$ cat src/rtl/msg_framer_pkg.sv
// Shared definitions for the message framer and the downstream parser:
// message-type encodings, default start-of-frame marker, framer states.
package msg_framer_pkg;

  typedef enum logic [1:0] {
    MSG_ADD    = 2'b00,
    MSG_CANCEL = 2'b01,
    MSG_EXEC   = 2'b10,
    MSG_RSVD   = 2'b11
  } msg_type_e;

  typedef enum logic [1:0] {
    ST_HUNT    = 2'b00,
    ST_TYPE    = 2'b01,
    ST_PAYLOAD = 2'b10,
    ST_CHECK   = 2'b11
  } framer_state_e;

  localparam logic [7:0] SOF_DEFAULT = 8'hA5;

  // A TYPE byte is legal only with clear upper bits and a non-reserved code.
  function automatic logic type_legal(input logic [7:0] type_byte);
    return (type_byte[7:2] == 6'd0) && (type_byte[1:0] != MSG_RSVD);
  endfunction

endpackage

$ cat src/rtl/sat_counter16.sv
// 16-bit event counter that increments on enable and sticks at 16'hFFFF.
module sat_counter16 (
  input  logic        clk,
  input  logic        rst_n,
  input  logic        inc,
  output logic [15:0] count
);

  logic [15:0] count_r;

  // Saturating increment.
  always_ff @(posedge clk or negedge rst_n) begin
    if (!rst_n) begin
      count_r <= 16'd0;
    end else if (inc && (count_r != 16'hFFFF)) begin
      count_r <= count_r + 16'd1;
    end else begin
      count_r <= count_r;
    end
  end

  assign count = count_r;

endmodule

$ cat src/rtl/msg_framer.sv
// Byte-stream framer: SOF, TYPE, PAYLOAD_LEN payload bytes, XOR checksum.
// Emits a one-cycle msg_valid per good frame and keeps saturating statistics.
module msg_framer
  import msg_framer_pkg::*;
#(
  parameter int         PAYLOAD_LEN = 4,
  parameter logic [7:0] SOF_BYTE    = SOF_DEFAULT,
  parameter int         GAP_TIMEOUT = 255
) (
  input  logic                     clk,
  input  logic                     rst_n,
  input  logic [7:0]               rx_byte,
  input  logic                     rx_valid,
  output logic [1:0]               msg_type,
  output logic                     msg_valid,
  output logic [PAYLOAD_LEN*8-1:0] msg_payload,
  output logic [15:0]              frame_cnt,
  output logic [15:0]              chk_err_cnt,
  output logic [15:0]              drop_cnt
);

  localparam int          PW       = PAYLOAD_LEN * 8;
  localparam logic [2:0]  IDX_LAST = 3'(PAYLOAD_LEN - 1);
  localparam logic [15:0] GAP_LAST = 16'(GAP_TIMEOUT - 1);

  framer_state_e  state_r;
  logic [7:0]     type_r;
  logic [PW-1:0]  payload_r;
  logic [7:0]     xor_r;
  logic [2:0]     idx_r;
  logic [15:0]    gap_r;
  logic           msg_valid_r;
  logic [1:0]     msg_type_r;
  logic [PW-1:0]  msg_payload_r;

  logic in_frame_s, timeout_s, chk_byte_s, chk_ok_s, good_s, chk_err_s, drop_s;

  // Timeout fires on the idle cycle that brings the gap count to GAP_TIMEOUT.
  assign in_frame_s = (state_r != ST_HUNT);
  assign timeout_s  = in_frame_s && !rx_valid && (gap_r == GAP_LAST);
  assign chk_byte_s = (state_r == ST_CHECK) && rx_valid;
  assign chk_ok_s   = (rx_byte == xor_r);
  assign good_s     = chk_byte_s && chk_ok_s && type_legal(type_r);
  assign chk_err_s  = chk_byte_s && !chk_ok_s;
  assign drop_s     = (chk_byte_s && chk_ok_s && !type_legal(type_r)) || timeout_s;

  // Frame FSM, gap timer, running XOR and registered message outputs.
  always_ff @(posedge clk or negedge rst_n) begin
    if (!rst_n) begin
      state_r       <= ST_HUNT;
      type_r        <= 8'd0;
      payload_r     <= '0;
      xor_r         <= 8'd0;
      idx_r         <= 3'd0;
      gap_r         <= 16'd0;
      msg_valid_r   <= 1'b0;
      msg_type_r    <= 2'd0;
      msg_payload_r <= '0;
    end else begin
      msg_valid_r <= good_s;
      if (good_s) begin
        msg_type_r    <= type_r[1:0];
        msg_payload_r <= payload_r;
      end

      if (rx_valid || !in_frame_s || timeout_s) begin
        gap_r <= 16'd0;
      end else begin
        gap_r <= gap_r + 16'd1;
      end

      case (state_r)
        ST_HUNT: begin
          if (rx_valid && (rx_byte == SOF_BYTE)) begin
            state_r <= ST_TYPE;
            xor_r   <= 8'd0;
            idx_r   <= 3'd0;
          end
        end
        ST_TYPE: begin
          if (timeout_s) begin
            state_r <= ST_HUNT;
          end else if (rx_valid) begin
            type_r  <= rx_byte;
            xor_r   <= rx_byte;
            idx_r   <= 3'd0;
            state_r <= ST_PAYLOAD;
          end
        end
        ST_PAYLOAD: begin
          if (timeout_s) begin
            state_r <= ST_HUNT;
          end else if (rx_valid) begin
            payload_r <= {payload_r[PW-9:0], rx_byte};
            xor_r     <= xor_r ^ rx_byte;
            if (idx_r == IDX_LAST) begin
              state_r <= ST_CHECK;
            end else begin
              idx_r <= idx_r + 3'd1;
            end
          end
        end
        ST_CHECK: begin
          if (timeout_s || rx_valid) begin
            state_r <= ST_HUNT;
          end
        end
        default: begin
          state_r <= ST_HUNT;
        end
      endcase
    end
  end

  sat_counter16 u_frame_cnt (.clk(clk), .rst_n(rst_n), .inc(good_s),    .count(frame_cnt));
  sat_counter16 u_chk_cnt   (.clk(clk), .rst_n(rst_n), .inc(chk_err_s), .count(chk_err_cnt));
  sat_counter16 u_drop_cnt  (.clk(clk), .rst_n(rst_n), .inc(drop_s),    .count(drop_cnt));

  assign msg_valid   = msg_valid_r;
  assign msg_type    = msg_type_r;
  assign msg_payload = msg_payload_r;

endmodule
$ cat config.mk
export PLATFORM = sky130hd
export DESIGN_NAME = msg_framer
export DESIGN_NICKNAME = d
export VERILOG_FILES = /design/src/rtl/msg_framer_pkg.sv /design/src/rtl/sat_counter16.sv /design/src/rtl/msg_framer.sv
export SDC_FILE = /design/constraint.sdc
export NUM_CORES = 1
export LEC_CHECK = 0
export CORE_MARGIN = 4
export CORE_UTILIZATION = 55
export DETAILED_ROUTE_END_ITERATION = 12
export GPL_TIMING_DRIVEN = 0
export PLACE_DENSITY = 0.8
export SLEW_MARGIN = 20
export SYNTH_ARGS = -nofsm -noshare
export SYNTH_HDL_FRONTEND = slang
export SYNTH_HIERARCHICAL = 1
export SYNTH_SLANG_ARGS = --single-unit
export TNS_END_PERCENT = 100
$ cat constraint.sdc
create_clock -name clk -period 2.6 [get_ports clk]
set_input_delay 0.52 -clock clk [delete_from_list [all_inputs] [get_ports clk]]
set_output_delay 0.52 -clock clk [all_outputs]
set_load 0.01 [all_outputs]
Word-level counts from Yosys, hierarchy flattened --
Cells that the tools add are included.
Storage, ports and cells: output and inout bits 83, word-level logic and storage cells 91, input bits 11, flip-flop bits (word level) 152
Operators by class: reduce and logical (&&, ||, !) cells 29, add/subtract/negate cells 5, eq/ne operators 21, bitwise logic cells 2, mux-type cells 22
Operator list (count):
- $add A16 B1 Y16 const B | 4
- $ne A16 B16 Y1 const B | 3
- $mux W8 | 5
- $pmux W8 S3 | 1
- $mux W3 | 6
- $eq A16 B8 Y1 const B | 1
- $mux W16 | 1
- $mux W2 | 7
- $ne A2 B2 Y1 const B | 7
- $logic_and A1 B1 Y1 | 12
- $ne A3 B3 Y1 const B | 3
- $pmux W3 S3 | 1
- $eq A8 B8 Y1 | 1
- $eq A8 B8 Y1 const B | 1
- $pmux W2 S4 | 1
- $xor A8 B8 Y8 | 1
- $reduce_and A7 Y1 | 1
- $logic_not A6 Y1 | 1
- $reduce_and A3 Y1 | 2
- $reduce_and A6 Y1 | 1
- $reduce_and A5 Y1 | 1
- $eq A2 B2 Y1 const B | 2
- $logic_not A1 Y1 | 4
- $logic_or A1 B1 Y1 | 4
- 8 further kinds | 8

Longest topological paths before layout --
Gate-level depths: netlist of the first run.
depth after elaboration 6, gate-level depth with buffers 10, depth with buffers taken out 10

Hierarchy --
Netlist of the first run, hierarchy kept.
Modules (own cells, without submodules):
- msg_framer | times used 1, area each 4659.5 um2, seq. area each 2602.5 um2, cells each 373
- sat_counter16 | times used 3, area each 859.6 um2, seq. area each 400.4 um2, cells each 72

Worst setup path after synthesis of the first run --
Ideal clock, no wire load.
path type input to register, start point input rx_byte[3], end point register u_frame_cnt.count_r[5] (netlist: u_frame_cnt/count[5]), path slack -0.087 ns, library setup time 0.119 ns, buffers on the path 1, data arrival time 2.568 ns, cell stages on the path 9, data required time 2.481 ns, cells stage by stage clkbuf_1 -> xnor2_1 -> nand4_1 -> or2_2 -> nor3_1 -> and3_1 -> and4_2 -> o211ai_1 -> o21a_1
On the way: longest elaborated chain between the ends 4
Ends and longest elaborated chain:
- start, declared | RTL line msg_framer.sv:12 | input logic [7:0] rx_byte,
- $eq A8 B8 Y1 | RTL line msg_framer.sv:42 | assign chk_ok_s = (rx_byte == xor_r);
- $logic_and A1 B1 Y1 (2 in series) | RTL line msg_framer.sv:43 | assign good_s = chk_byte_s && chk_ok_s && type_legal(type_r);
- via good_s | RTL line msg_framer.sv:36 | logic in_frame_s, timeout_s, chk_byte_s, chk_ok_s, good_s, chk_err_s, drop_s;
- $logic_and A1 B1 Y1 | RTL line sat_counter16.sv:15 | end else if (inc && (count_r != 16'hFFFF)) begin
- end signal, assigned | RTL line sat_counter16.sv:16 | count_r <= count_r + 16'd1;
- end signal, assigned | RTL line sat_counter16.sv:18 | count_r <= count_r;
- end, declared | RTL line sat_counter16.sv:9 | logic [15:0] count_r;
The timed path passes the listed nets, and every way through them passes these cells. A chain may end at the register's enable or synchronous reset.

Worst setup path after layout of the first run --
start point input rx_byte[0], end point register u_frame_cnt.count_r[15] (netlist: u_frame_cnt/count[15])
The elaborated chain is that of the path after synthesis.

==> results of run 1 <==
timing repair:
item | CTS | global route
endpoints found under the hold margin | 0 | 0
pin swaps | 1 | 1
setup buffers | 2 | 1
setup endpoints to repair | 28 | 8
resized for setup | 6 | 4
per-layer routing:
metal	global-route usage (%)	routed length (µm)	vias up
met5	0	0	-
met4	6.30	179	0
met3	5.35	808	16
met2	35.3	7740	163
met1	28.0	6710	2630
li1	-	-	2418
report_power, final:
part	internal, mW	switching (mW)	total [mW]
combinational	0.699	0.757	1.46
clock	1.24	1.02	2.26
sequential	2.80	0.368	3.17
stage by stage:
step,utilization [%],instance area (µm²)
2_1_floorplan,-,7240
3_3_place_gp,65.4,8350
4_1_cts,70.0,8940
3_5_place_dp,65.6,8380
6_report,70.2,8970
5_1_grt,70.2,8970
final timing paths:
kind / to / cells past startpoint / from / slack, ns
worst max-delay path: u_frame_cnt/count[15] / 10 / rx_byte[0] / 0.08
worst min-delay path: payload_r[27] / 1 / rst_n / 0.01
worst max register to register: u_frame_cnt/count[15] / 9 / xor_r[3] / 0.11
worst min register to register: type_r[5] / 2 / type_r[5] / 0.49
max in group asynchronous: u_drop_cnt/count[2] / 2 / rst_n / 1.79
min in group clk: xor_r[6] / 3 / rx_byte[6] / 0.47
registers in the layout, summed over array words and instances, names as in the netlist, 3 cells and up:
signal	count
gap_r	16
idx_r	3
msg_payload	32
payload_r	32
type_r	8
u_chk_cnt/count	16
u_drop_cnt/count	16
u_frame_cnt/count	16
xor_r	8
cells in the final DEF, fill, tap and decap left out, drive strengths merged, types with 3 or more instances in the layout:
cell type,instances
o2bb2ai,4
nor3,9
clkdlybuf4s50,84
nand2,36
nor2b,3
o21a,16
ha,11
and4b,3
inv,15
clkinv,6
dfrtp,152
nor2,26
mux2i,4
a31oi,10
xor2,16
a21oi,15
o31ai,5
clkbuf,30
xnor2,25
a32oi,3
buf,12
o211ai,9
o21ai,8
dlygate4sd2,4
and4,12
nand3,38
nand4,38
and3,9
mux2,76
nor4,8
cell usage after synthesis, types with 10 or more instances:
master,count,share of area [%]
dfrtp_1,152,53
mux2_2,72,11
nand2_1,36,1.9
nand3_1,35,2.4
nand4_1,32,2.8
xnor2_1,25,3.0
nor2_1,23,1.2
o21a_1,16,1.7
xor2_1,16,1.9
a21oi_1,15,1.0
clkbuf_1,12,0.62
ha_1,11,1.9
a31oi_1,10,0.86
kinds of logic (layout without fill, tap and decap cells):
family | after synthesis | count (layout) | synth area share, %
flops | 152 | 152 | 52.5
mux | 80 | 80 | 12.4
fa+ha+maj | 11 | 11 | 1.90
simple gates | 198 | 198 | 18.4
buf+inv | 28 | 152 | 1.80
compound gates | 79 | 79 | 8.00
xor+xnor | 41 | 41 | 4.96
layout make-up:
cell class	instances	area share (%)
well taps	172	2.40
plain buffers	20	1.12
clock inverters	15	1.31
flip-flops and latches	152	42.4
multi-input cells	409	37.2
clock buffers	17	4.74
inverters	7	0.293
repair buffers	93	10.5
worst reg2reg max path, delay by kind of cell, from the launching register on:
family	cells	cell delay (ns)
AOI/OAI and AO/OA	1	0.07
buffers and inverters	1	0.17
and+or+nand+nor	6	1.50
xor gates and xnor gates	1	0.20
DFF	1	0.42
==> flow_metrics.tcl, run 1 <==
set metrics [dict create \
    place_ws_ns -0.686 \
    portBuffers 89 \
    p_per_area_nw_per_um2 768 \
    cts_buffers 17 \
    ys_seq_elements 152 \
    drc_errors 0 \
    tritoncts "done" \
    fin_nets 722 \
    setup_tns_ns 0 \
    setup_viol 0 \
    postRouteAntennaNets 0 \
    placed_cells 851 \
    path_delay_family "simple AND/OR/NAND/NOR gates" \
    drtIter0Drc 346 \
    async_reset_ff_share_pct 100 \
    ctsHtreeMaxLevel 4 \
    grt_pass1_vias 5233 \
    path_clk_slew_ns 0.06 \
    relSlewSlack_pct 56.3 \
    slew_violations 0 \
    drive_gt1_share_pct 21.5 \
    hold_ws_ns 0.0101 \
    finalPower_mw 6.89 \
    die-width_um 123 \
    die_area_um2 15100 \
    fin_crit_ns 2.52 \
    multiInputGateArea_um2 3340 \
    die_y_um 123 \
    cts_buffer_depth 2 \
    rsz0062_at_grt "false" \
    ios 94 \
    synth-main-ff-cell "dfrtp_1" \
    leakagePower_nw 3.96 \
    crit_slowest_cell "or2_2" \
    clock-sinks 152 \
    hold_path.class "in -> async" \
    drt_wl_total_um 15400 \
    initial_core_util_pct 56.7 \
    detail_route.wl_per_cell_um 17.4 \
    worst-setup-path-type "in -> reg" \
    viasPerCell 5.91 \
    core_um2 12800 \
    worstMarginPinSlew_ns 0.651 \
    worstPathCellList "dlygate4sd2_1 > xnor2_1 > nand4_1 > or2_2 > nor3_4 > buf_4 > nand4_1 > nor4_4 > and4b_1 > a21oi_1" \
    synth_edf_count 0 \
    fmax_ghz 0.397 \
    seq_area_frac_synth_pct 52.5 \
    path_buf_inv 2 \
    cp_max_fo 7 \
    avgSynthCellArea_um2 12.3 \
    irDropWorstVdd_v 0.000435 \
    crit_required_ns 2.89 \
    crit_arrival_ns 2.81 \
    status "finished clean" \
    synth_cell_type_count 58 \
    seq_area_um2 3800 \
    grt_first_pass_wirelength_um 25700 \
    critPathLaunchType "input port" \
    antenna_cells 0 \
    synth_cells 589 \
    clock_latency_ns 0.42 \
    drt_pass1_iterations 5 \
    synth_area_um2 7240 \
    rows 41 \
    grt_use_total_pct 21.4 \
    synth_warnings 6 \
    stdcell_count 885 \
    antenna_found_initial 0 \
    cap_violations 0 \
    setup_slack_ns 0.0838 \
    cts_root_buffer "clkbuf_16" \
    critical-path-max-stage-delay_ns 0.41 \
    dr_total_vias 5227 \
    gp_congestion 0.910 \
    hold_violations 0 \
    cpMostUsedCell "nand4_1" \
    fillers 908 \
    area_delta_synth_final_pct 23.9 \
    overflow 0 \
    skew_ns 0.00742 \
    dp_hpwl_um 10900 \
    grt_max_degree 96 \
    holdBufCountCts 0 \
    syn_nets 611 \
    worst_setup_path_end_kind "flip-flop" \
    fin_crit_sh_pct 96.8 \
]
(Power assumes the default switching activity.)
==> inputs of run 2 (changes only) <==
CORE_UTILIZATION = 50   (was 55)
PLACE_DENSITY = 0.73   (was 0.8)
==> run 2 against run 1 <==
Effect of this change:
- cell count grew 0.79%
- sequential power is essentially flat
- sequential cell count is the same
- highest routed layer unchanged
- global-route usage shrank 1.5 points
- critical endpoint is now u_frame_cnt/count[14]
- count of clock-buffer cells in the layout grew 1
==> flow_metrics.tcl, run 2 (synthesis results as in run 1) <==
set metrics [dict create \
    drt_wl_total_um 15400 \
    path_delay_family "simple AND/OR/NAND/NOR gates" \
    stdcell_count 892 \
    grt_pass1_vias 5257 \
    initial_core_util_pct 51.5 \
    irDropWorstVdd_v 0.000581 \
    die-width_um 128 \
    critPathLaunchType "input port" \
    postRouteAntennaNets 0 \
    worst-setup-path-type "in -> reg" \
    clock_latency_ns 0.42 \
    slew_violations 0 \
    placed_cells 859 \
    hold_path.class "in -> async" \
    layout_commonest_cell "dfrtp_1" \
    drc_errors 0 \
    grt_max_degree 94 \
    ios 94 \
    placed_area_um2 8390 \
    status "finished clean" \
    leakagePower_nw 3.97 \
    dp_hpwl_um 10800 \
    worstPathCellList "dlygate4sd2_1 > xnor2_1 > nand4_1 > or2_2 > nor3_4 > nand2_1 > nor4_4 > nand4_1 > xnor2_1" \
    fillers 1050 \
    cts_buffer_depth 2 \
    area_delta_synth_final_pct 24.8 \
    cp_num_cells 9 \
    crit_slowest_cell "or2_2" \
    path_buf_inv 1 \
    viasPerCell 5.79 \
    fin_nets 721 \
    crit_required_ns 2.90 \
    antenna_found_initial 0 \
    rr_worst_depth 8 \
    fin_crit_ns 2.44 \
    cap_violations 0 \
    cp_max_fo 7 \
    relSlewSlack_pct 60.7 \
    worst_setup_path_end_kind "flip-flop" \
    crit_arrival_ns 2.74 \
    fin_crit_sh_pct 94.0 \
    grt_use_total_pct 19.9 \
    setup_tns_ns 0 \
    drt_pass1_iterations 5 \
    grt_first_pass_wirelength_um 26300 \
    antenna_cells 0 \
    die_area_um2 16500 \
    die_y_um 128 \
    fmax_ghz 0.409 \
    finalPower_mw 7.08 \
    drive_gt1_share_pct 21.5 \
    overflow 0 \
    ctsHtreeMaxLevel 4 \
    stdcell_area_um2 9030 \
    p_per_area_nw_per_um2 783 \
    tritoncts "done" \
    layout_common_cells "dfrtp_1 (152), clkdlybuf4s50_1 (84), mux2_2 (72)" \
    cts_root_buffer "clkbuf_16" \
    hold_violations 0 \
    core_um2 14000 \
    critical-path-max-stage-delay_ns 0.42 \
    cts_buffers 17 \
    rsz0062_at_grt "false" \
    holdBufCountCts 0 \
    gp_congestion 0.841 \
    dr_total_vias 5168 \
    clock-sinks 152 \
    path_clk_slew_ns 0.07 \
    worstMarginPinSlew_ns 0.585 \
    rows 43 \
    setup_viol 0 \
    portBuffers 89 \
    drtIter0Drc 283 \
    skew_ns 0.00968 \
    detail_route.wl_per_cell_um 17.2 \
]
-- run 2: layout make-up --
cell class,count,area (µm²),area share (%)
clock buffer,18,439,4.86
clock inverter,14,161,1.79
timing repair buffer,92,933,10.3
multi-input combinational,409,3350,37.0
inverter,7,26.3,0.291
tap,180,225,2.49
sequential,152,3800,42.1
buffer,20,100,1.11
-- run 2: path summary, 6_finish.rpt --
| kind | from | to | slack (ns) |
|---|---|---|---|
| max in group asynchronous | rst_n | u_drop_cnt/count[5] | 1.76 |
| worst min register to register | type_r[5] | type_r[5] | 0.49 |
| min in group clk | rx_byte[6] | xor_r[6] | 0.48 |
| worst min-delay path | rst_n | msg_payload[27] | 0.02 |
| worst max-delay path | rx_byte[0] | u_frame_cnt/count[14] | 0.16 |
| worst max register to register | xor_r[3] | u_frame_cnt/count[14] | 0.16 |
-- run 2: power by group --
group | leakage, nW | internal, mW | switching, mW
sequential | 2.03 | 2.80 | 0.354
clock | 0.285 | 1.46 | 1.01
combinational | 1.65 | 0.702 | 0.747
-- run 2: what timing repair did --
item	CTS	global route
pin swaps	1	0
gates resized for setup	8	4
setup endpoints to repair	32	11
hold endpoints to repair	0	0
buffers inserted	2	0
-- run 2: routing by layer --
| metal | vias up | GRT usage (%) | routed length, µm | part of all wire, % |
|---|---|---|---|---|
| li1 | 2427 | - | - | - |
| met1 | 2582 | 26.4 | 6800 | 44 |
| met2 | 135 | 32.1 | 7600 | 49 |
| met3 | 24 | 5.46 | 752 | 4.9 |
| met4 | 0 | 6.05 | 212 | 1.4 |
| met5 | - | 0 | 0 | 0 |
-- run 2: worst register-to-register path: stages (launching register included) --
cell and delay (ns):
dfrtp_1 0.42, xnor2_1 0.18, nand4_1 0.23, or2_2 0.42
nor3_4 0.29, nand2_1 0.21, nor4_4 0.22, nand4_1 0.17
xnor2_1 0.17
-- run 2: per-stage QoR --
stage | util (%) | hold WS [ns] | setup WS (ns)
2_1_floorplan | - | 0.224 | 0.0608
3_3_place_gp | 59.5 | 0.463 | -4.91
3_5_place_dp | 59.8 | 0.483 | -0.772
4_1_cts | 64.3 | 0.0311 | 0.0437
5_1_grt | 64.3 | 0.0423 | 0.0163
6_report | 64.3 | 0.0239 | 0.155
==> inputs of run 3 (changes only) <==
CAP_MARGIN = 20   (was not set)
clock period = 2.7 ns   (was 2.6 ns; I/O delays follow)
==> run 3 against run 2 <==
Effect of this change:
- sequential cell count is the same
- cell count up 0.11%
- clock skew shrank 0.0044 ns
==> flow_metrics.tcl, run 3 (synthesis results as in run 1) <==
set metrics [dict create \
    skew_ns 0.00524 \
    slew_violations 0 \
    cts_buffer_depth 2 \
    hold_path.class "in -> async" \
    fin_crit_ns 2.46 \
    dr_total_vias 5196 \
    power_frac_comb_pct 20.4 \
    core_um2 14000 \
    p_per_area_nw_per_um2 755 \
    finalPower_mw 6.82 \
    seqPwrFrac_pct 44.5 \
    grt_pass1_vias 5257 \
    placed_area_um2 8390 \
    tritoncts "done" \
    hold_violations 0 \
    cts_buffers 17 \
    cts_root_buffer "clkbuf_16" \
    ctsHtreeMaxLevel 4 \
    irDropWorstVdd_v 0.000559 \
    ios 94 \
    dp_hpwl_um 10800 \
    critPathLaunchType "input port" \
    gp_congestion 0.841 \
    fin_nets 722 \
    fmax_ghz 0.407 \
    fillers 1047 \
    relSlewSlack_pct 60.2 \
    grt_max_degree 94 \
    overflow 0 \
    grt_first_pass_wirelength_um 26300 \
    status "finished clean" \
    swShare_pct 29.9 \
    viasPerCell 5.82 \
    leakagePower_nw 3.99 \
    holdBufCountCts 0 \
    multiInputGateArea_um2 3340 \
    p_int_mw 4.78 \
    setup_viol 0 \
    path_clk_slew_ns 0.07 \
    layout_commonest_cell "dfrtp_1" \
    clock_latency_ns 0.42 \
    cp_max_fo 7 \
    initial_core_util_pct 51.5 \
    crit_required_ns 3.00 \
    worstMarginPinSlew_ns 0.597 \
    worst_setup_path_end_kind "flip-flop" \
    rsz0062_at_grt "false" \
    grt_use_total_pct 19.9 \
    rows 43 \
    die-width_um 128 \
    seq_area_um2 3800 \
    drtIter0Drc 284 \
    drt_pass1_iterations 5 \
    antenna_cells 0 \
    area_delta_synth_final_pct 24.9 \
    stdcell_area_um2 9040 \
    worst-setup-path-type "in -> reg" \
    drive_gt1_share_pct 21.5 \
    setup_tns_ns 0 \
    antenna_found_initial 0 \
    p_switching_mw 2.04 \
    power_frac_clock_pct 35.0 \
    detail_route.wl_per_cell_um 17.2 \
    drc_errors 0 \
    portBuffers 89 \
    layout_common_cells "dfrtp_1 (152), clkdlybuf4s50_1 (84), mux2_2 (72)" \
    drt_wl_total_um 15400 \
    cap_violations 0 \
    crit_arrival_ns 2.76 \
    die_area_um2 16500 \
    clock-sinks 152 \
    hold_ws_ns 0.0475 \
    fin_crit_sh_pct 91.0 \
    postRouteAntennaNets 0 \
    die_y_um 128 \
]
[run 3: cell type report]
cell class                      instances  share of cell area, %
Buffer                                 21                   1.15
Sequential cell                       152                   42.1
Tap cell                              180                   2.49
Multi-Input combinational cell        409                   37.0
Inverter                                7                  0.291
Timing Repair Buffer                   92                   10.4
Clock inverter                         14                   1.78
Clock buffer                           18                   4.86
[run 3: final timing paths]
| path | startpoint | end | cells after the start | slack, ns |
|---|---|---|---|---|
| min reg2reg | type_r[5] | type_r[5] | 2 | 0.50 |
| min | rst_n | msg_payload[27] | 1 | 0.05 |
| max | rx_byte[0] | u_frame_cnt/count[14] | 9 | 0.24 |
| max in group asynchronous | rst_n | u_drop_cnt/count[5] | 2 | 1.84 |
| min in group clk | type_r[5] | type_r[5] | 2 | 0.50 |
| max reg2reg | xor_r[3] | u_frame_cnt/count[14] | 8 | 0.27 |
[run 3: stage by stage]
| step | util (%) | setup slack [ns] | instances |
|---|---|---|---|
| 6_report | 64.4 | 0.243 | 893 |
| 5_1_grt | 64.4 | 0.0572 | 893 |
| 4_1_cts | 64.3 | 0.0164 | 893 |
| 3_5_place_dp | 59.8 | -0.692 | 859 |
| 3_3_place_gp | 59.5 | -4.83 | 858 |
| 2_1_floorplan | - | 0.141 | 589 |
[run 3: layer usage]
layer  vias up  track usage [%]  part of all wire (%)
li1       2426                -                     -
met2       134             32.1                    49
met4         0             6.05                   1.4
met1      2616             26.4                    44
met5         -                0                     0
met3        20             5.46                   4.8
[run 3: power by group through the flow]
stage	registers [mW]	logic [mW]	clock network, mW
3_3_place_gp	3.04	1.31	0
5_1_grt	3.10	1.56	2.56
2_1_floorplan	2.98	1.01	0
3_5_place_dp	3.08	1.38	0
4_1_cts	3.04	1.40	2.45
6_report	3.04	1.40	2.39
[run 3: critical path, cell delays in order]
cell and delay, ns:
dlygate4sd2_1 0.36, xnor2_1 0.16, nand4_1 0.21, or2_2 0.42, nor3_4 0.29, nand2_1 0.21, nor4_4 0.22, nand4_1 0.17
xnor2_1 0.17
[run 3: repair_timing]
action / 4_1_cts / 5_1_grt
buffers inserted: 2 / 0
pin swaps: 1 / 0
endpoints found under the setup margin: 22 / 12
gates resized for setup: 6 / 5
